`src/rtl/acs_metric_ctrl.sv`:
```
// Add-compare-select engine and METRICMEMORY sequencer for a K=9, 256-state Viterbi decoder.
// One trellis step takes 64 RUN cycles (4 ACS each) plus one FLUSH cycle for the last write.
module acs_metric_ctrl #(
   parameter int         WD_METR   = 8,
   parameter int         N_ACS     = 4,
   parameter int         WD_DIST   = 4,
   parameter logic [8:0] G0        = 9'o561,
   parameter logic [8:0] G1        = 9'o753,
   parameter int         INIT_BIAS = 64
) (
   input  logic                       Clock1,
   input  logic                       Reset,
   input  logic                       Active,
   input  logic                       StepStart,
   input  logic [WD_DIST-1:0]         BM00,
   input  logic [WD_DIST-1:0]         BM01,
   input  logic [WD_DIST-1:0]         BM10,
   input  logic [WD_DIST-1:0]         BM11,
   input  logic [WD_METR*2*N_ACS-1:0] MMPathMetric,
   output logic [4:0]                 MMReadAddress,
   output logic [5:0]                 MMWriteAddress,
   output logic                       MMBlockSelect,
   output logic [WD_METR*N_ACS-1:0]   MMMetric,
   output logic                       MMWriteEn,
   output logic [N_ACS-1:0]           SurvBits,
   output logic [5:0]                 SurvAddr,
   output logic                       SurvValid,
   output logic                       StepDone,
   output logic                       Busy,
   output logic [1:0]                 o_dbg_state
);

   // StepStart is taken only in IDLE with Active=1; MMWriteEn/SurvValid qualify
   // MMMetric/MMWriteAddress/SurvBits/SurvAddr for exactly the cycles they are high.
   typedef enum logic [1:0] {S_IDLE = 2'd0, S_RUN = 2'd1, S_FLUSH = 2'd2} state_t;

   localparam logic [WD_METR-1:0] HALF = {1'b1, {(WD_METR-1){1'b0}}};
   localparam logic [WD_METR-1:0] BIAS = WD_METR'(INIT_BIAS);

   state_t                   r_state, w_state_nxt;
   logic [5:0]               r_cnt, w_cnt_nxt;
   logic [WD_METR*N_ACS-1:0] r_metric, w_new;
   logic [N_ACS-1:0]         r_surv, w_dec;
   logic [5:0]               r_wr_addr;
   logic                     r_wr_en, r_done, r_bsel, r_first, r_norm, r_msb_acc;
   logic                     w_any_msb, w_run;

   function automatic logic [1:0] f_label(input logic b, input logic [7:0] s);
      logic [8:0] v;
      v = {b, s};
      return {^(v & G0), ^(v & G1)};
   endfunction

   always_ff @(posedge Clock1 or negedge Reset) begin
      if (!Reset) begin
         r_state <= S_IDLE;
         r_cnt   <= '0;
      end else if (Active) begin
         r_state <= w_state_nxt;
         r_cnt   <= w_cnt_nxt;
      end
   end

   always_comb begin
      w_state_nxt = r_state;
      w_cnt_nxt   = r_cnt;
      case (r_state)
         S_IDLE: begin
            if (StepStart) begin
               w_state_nxt = S_RUN;
               w_cnt_nxt   = '0;
            end
         end
         S_RUN: begin
            w_cnt_nxt = r_cnt + 6'd1;
            if (r_cnt == 6'd63) w_state_nxt = S_FLUSH;
         end
         S_FLUSH: w_state_nxt = S_IDLE;
         default: w_state_nxt = S_IDLE;
      endcase
   end

   assign w_run = (r_state == S_RUN);

   // Slot 2j+k of read word r is old state 8r+2j+k; ACS j builds new state 4r+j (+128 on phase 1).
   always_comb begin
      logic [7:0]         l_state;
      logic [WD_METR-1:0] l_raw;
      logic [WD_METR-1:0] l_old;
      logic [WD_DIST-1:0] l_bm;
      logic [WD_METR:0]   l_sum [2];
      logic [WD_METR:0]   l_win;
      w_new     = '0;
      w_dec     = '0;
      w_any_msb = 1'b0;
      l_state   = '0;
      l_raw     = '0;
      l_old     = '0;
      l_bm      = '0;
      l_sum[0]  = '0;
      l_sum[1]  = '0;
      l_win     = '0;
      for (int j = 0; j < N_ACS; j++) begin
         for (int k = 0; k < 2; k++) begin
            l_state = {r_cnt[5:1], 3'(2 * j + k)};
            l_raw   = MMPathMetric[(2 * j + k) * WD_METR +: WD_METR];
            if (r_first)     l_old = (l_state == 8'd0) ? '0 : BIAS;
            else if (r_norm) l_old = (l_raw >= HALF) ? (l_raw - HALF) : '0;
            else             l_old = l_raw;
            case (f_label(r_cnt[0], l_state))
               2'b00:   l_bm = BM00;
               2'b01:   l_bm = BM01;
               2'b10:   l_bm = BM10;
               default: l_bm = BM11;
            endcase
            l_sum[k] = {1'b0, l_old} + {{(WD_METR + 1 - WD_DIST){1'b0}}, l_bm};
         end
         w_dec[j] = (l_sum[1] < l_sum[0]);
         l_win    = w_dec[j] ? l_sum[1] : l_sum[0];
         w_new[j*WD_METR +: WD_METR] = l_win[WD_METR] ? '1 : l_win[WD_METR-1:0];
         w_any_msb = w_any_msb | w_new[j*WD_METR + WD_METR - 1];
      end
   end

   always_ff @(posedge Clock1 or negedge Reset) begin
      if (!Reset) begin
         r_metric  <= '0;
         r_surv    <= '0;
         r_wr_addr <= '0;
         r_wr_en   <= 1'b0;
         r_done    <= 1'b0;
         r_bsel    <= 1'b0;
         r_first   <= 1'b1;
         r_norm    <= 1'b0;
         r_msb_acc <= 1'b0;
      end else if (Active) begin
         r_wr_en <= w_run;
         r_done  <= (r_state == S_FLUSH);
         if (w_run) begin
            r_metric  <= w_new;
            r_surv    <= w_dec;
            r_wr_addr <= {r_cnt[0], r_cnt[5:1]};
            r_msb_acc <= r_msb_acc | w_any_msb;
         end
         if (r_state == S_FLUSH) begin
            r_bsel    <= ~r_bsel;
            r_first   <= 1'b0;
            r_norm    <= r_msb_acc;
            r_msb_acc <= 1'b0;
         end
      end
   end

   // Held registers are masked rather than cleared so a frozen write replays on resume.
   assign MMReadAddress  = r_cnt[5:1];
   assign MMWriteAddress = r_wr_addr;
   assign SurvAddr       = r_wr_addr;
   assign MMMetric       = r_metric;
   assign SurvBits       = r_surv;
   assign MMWriteEn      = r_wr_en & Active;
   assign SurvValid      = r_wr_en & Active;
   assign StepDone       = r_done & Active;
   assign MMBlockSelect  = r_bsel;
   assign Busy           = (r_state != S_IDLE);
   assign o_dbg_state    = r_state;

endmodule

```
`config.mk`:
```
export PLATFORM = sky130hd
export DESIGN_NAME = acs_metric_ctrl
export DESIGN_NICKNAME = d
export VERILOG_FILES = /design/src/rtl/acs_metric_ctrl.sv
export SDC_FILE = /design/constraint.sdc
export NUM_CORES = 1
export LEC_CHECK = 0
export ABC_AREA = 1
export BUFFER_PORTS_ARGS = -buffer_cell sky130_fd_sc_hd__buf_2
export CAP_MARGIN = 20
export CORE_ASPECT_RATIO = 1.25
export CORE_MARGIN = 8
export CORE_UTILIZATION = 51
export DETAILED_ROUTE_END_ITERATION = 16
export PLACE_DENSITY = 0.79
export SYNTH_ARGS = -nofsm -noshare
export SYNTH_HDL_FRONTEND = slang
export SYNTH_SLANG_ARGS = --single-unit
```
`constraint.sdc`:
```
create_clock -name Clock1 -period 4.2 [get_ports Clock1]
set_input_delay 0.84 -clock Clock1 [delete_from_list [all_inputs] [get_ports Clock1]]
set_output_delay 0.84 -clock Clock1 [all_outputs]
set_load 0.05 [all_outputs]
```
==> impl_metrics.tcl <==
set metrics [dict create \
    status "finished, violations left" \
    violations "setup timing" \
    final_cells 1482 \
    area_growth_syn_to_layout_pct 48.20 \
    cts_root_buffer "clkbuf_16" \
    final_layout_size_suffix_gt1_share_pct 43.54 \
    max_freq_ghz 0.2144 \
    wirelength_um 26580 \
    synth_area_leaders "dfrtp_1, ha_1, nand2_1, inv_1, nor2_1" \
    worstMarginPinSlew_ns 0.9961 \
    crit_slowest_cell "dfrtp_1" \
    die_y_um 144.4 \
    syn-cell-area_um2 6726 \
    cp.required_ns 4.41 \
    clk_latency_ns 0.32 \
    skew_ns 0.01875 \
    clk_path_buf_depth 2 \
    finish.utilization_pct 76.36 \
    tritoncts "yes" \
    maxSlewViolCount 0 \
    relSlewSlack_pct 33.19 \
    gp_congestion 0.9554 \
    io_buffers 143 \
    end_kind "flop" \
    rsz0062_at_grt "true" \
    crit_arrival_ns 4.87 \
    cp-start-kind "flop" \
    period_needed_ns 4.663 \
    yosys-mux-area-fraction_pct 0.1674 \
    pin_count 144 \
    synth_area_leader_cell "dfrtp_1" \
    drtIter0Drc 781 \
    dieArea_um2 17140 \
    cts.sinks 56 \
    critPathKind "reg2reg" \
    cts_inserted_buffers 5 \
    critical_path_peak_fanout 6 \
    hp-class "reg2reg" \
    grt_max_degree 33 \
    drv_cap 0 \
    synth_xor_area_share_pct 5.301 \
    synth_ff_type "dfrtp_1" \
    cts.clk_slew.worst_paths_ns 0.09 \
    setup_tns_ns -9.205 \
    synth_compound_area_share_pct 13.97 \
    grt_pass1_vias 7886 \
    finalNetCount 1464 \
    hpwlAfterDp_um 17950 \
    place_ws_ns -0.3241 \
    setup-violations-final 36 \
    synth_top_cell_area_share_pct 20.46 \
    drt_first_pass_iters 6 \
    vias 8331 \
    synth_top_family_by_area "simple AND/OR/NAND/NOR gates" \
    hold_viol_final 0 \
    ant_nets 0 \
    rows 47 \
    grt.overflow.total 0 \
    max_stage_delay_ns 0.43 \
    yosys_warnings 0 \
    wl_per_cell_um 17.93 \
    htreeDepth 2 \
    chipWidth_um 118.7 \
    grt_pass1_wl_um 36400 \
    cpMostUsedCell "nand2_4" \
    fin_crit_sh_pct 111.0 \
    synth_fa_ha_area_share_pct 13.62 \
    coreArea_um2 13060 \
    setup_ws_ns -0.4632 \
    place_inst 1436 \
    drc 0 \
    start_util_pct 51.52 \
    postSynthAreaPerCell_um2 6.524 \
    grt_usage_pct 26.04 \
    synthArstFlopShare_pct 100.0 \
    ys_types 58 \
    seq_area_frac_synth_pct 20.85 \
    ys_ff_latch 56 \
    synthCells 1031 \
    cts_hold_buf 0 \
    syn_nets 1187 \
    synth_enable_flop_cells 0 \
    via_per_inst 5.621 \
    synth-simple-area-share_pct 32.01 \
    antenna_found_initial 4 \
]
-- cells in the final DEF, fill, tap and decap left out, types with 24 or more instances in the layout --
master / n
nand2_1: 191
buf_4: 136
ha_4: 25
o21ai_1: 24
inv_1: 162
nand2_2: 47
nand3_1: 31
nor2_1: 96
o21ai_0: 31
dfrtp_1: 54
nand3_2: 24
inv_2: 39
ha_1: 41
buf_2: 143
-- per-layer routing --
metal | up-vias | wire, µm | global-route usage [%]
met3 | 160 | 1927 | 4.141
met1 | 3838 | 9184 | 26.15
met5 | - | 23 | 0
li1 | 3856 | - | -
met4 | 4 | 1800 | 13.34
met2 | 473 | 13640 | 50.77
-- stage by stage --
stage               hold slack, ns  cell area, µm²
floorplan                   0.4422            6815
global placement            0.4572            8444
detailed placement          0.4660            8444
CTS                         0.4816            9166
global route                0.5088            9968
finish                      0.4812            9968
-- final timing paths --
path / startpoint / end / slack [ns] / cells past startpoint
hold / removal: MMBlockSelect / MMBlockSelect / 0.48 / 1
min in group asynchronous: Reset / MMMetric[13] / 0.55 / 1
max in group asynchronous: Reset / r_first / 2.76 / 2
hold reg to reg: MMBlockSelect / MMBlockSelect / 0.48 / 1
setup reg to reg: r_cnt[2] / MMMetric[20] / -0.46 / 27
setup / recovery: r_cnt[2] / MMMetric[20] / -0.46 / 27
-- registers in the layout, summed over array words and instances, names as in the netlist --
name / flops
MMBlockSelect: 1
MMMetric: 32
MMWriteAddress: 6
SurvBits: 4
o_dbg_state: 2
r_cnt: 6
r_done: 1
r_first: 1
r_msb_acc: 1
r_norm: 1
r_wr_en: 1
-- critical path: cells and delay by family, from the launching register on --
family,cells,cell delay [ns]
XOR/XNOR,1,0.28
flip-flops,1,0.43
AO/OA/AOI/OAI,6,0.92
AND/OR/NAND/NOR,10,1.21
buffers and inverters,6,0.61
adder cells (fa/ha/maj),4,1.10
-- cell usage after synthesis, types with 5 or more instances --
cell      instances
a211oi_1          5
a21oi_1          39
a22oi_1           5
buf_4            13
clkbuf_1         11
dfrtp_1          55
ha_1             70
inv_1           192
inv_2            13
nand2_1         231
nand2_2          20
nand3_1          48
nand3_2           9
nand3b_1          5
nand4_1           8
nor2_1          114
nor3_1           11
nor4_1            5
o211ai_1          7
o21ai_0          51
o21ai_1           8
o22ai_1          15
xnor2_1          11
xor2_1           26
-- cell type report --
class	instances	area, µm²
timing repair buffer	296	1937
inverter	207	797.0
sequential	56	1404
antenna	2	5.005
clock buffer	5	125.1
fill	936	3087
tap	171	214.0
multi-input combinational	742	5464
clock inverter	3	22.52
-- kinds of logic after synthesis --
logic type,count (synthesis)
and+or+nand+nor,473
buffers and inverters,233
AOI/OAI and AO/OA,157
adders and majority gates,72
DFF,56
xor gates and xnor gates,39
muxes,1
-- repair_timing --
item / in CTS / in global routing
pin swaps: 51 / 89
cloned: 0 / 0
setup endpoints to repair: 34 / 37
resized for setup: 95 / 165
buffers inserted: 20 / 17
Power is left out: the tool's default activity adds up to more than one toggle a clock period on the data nets, which glitch-free logic cannot reach.
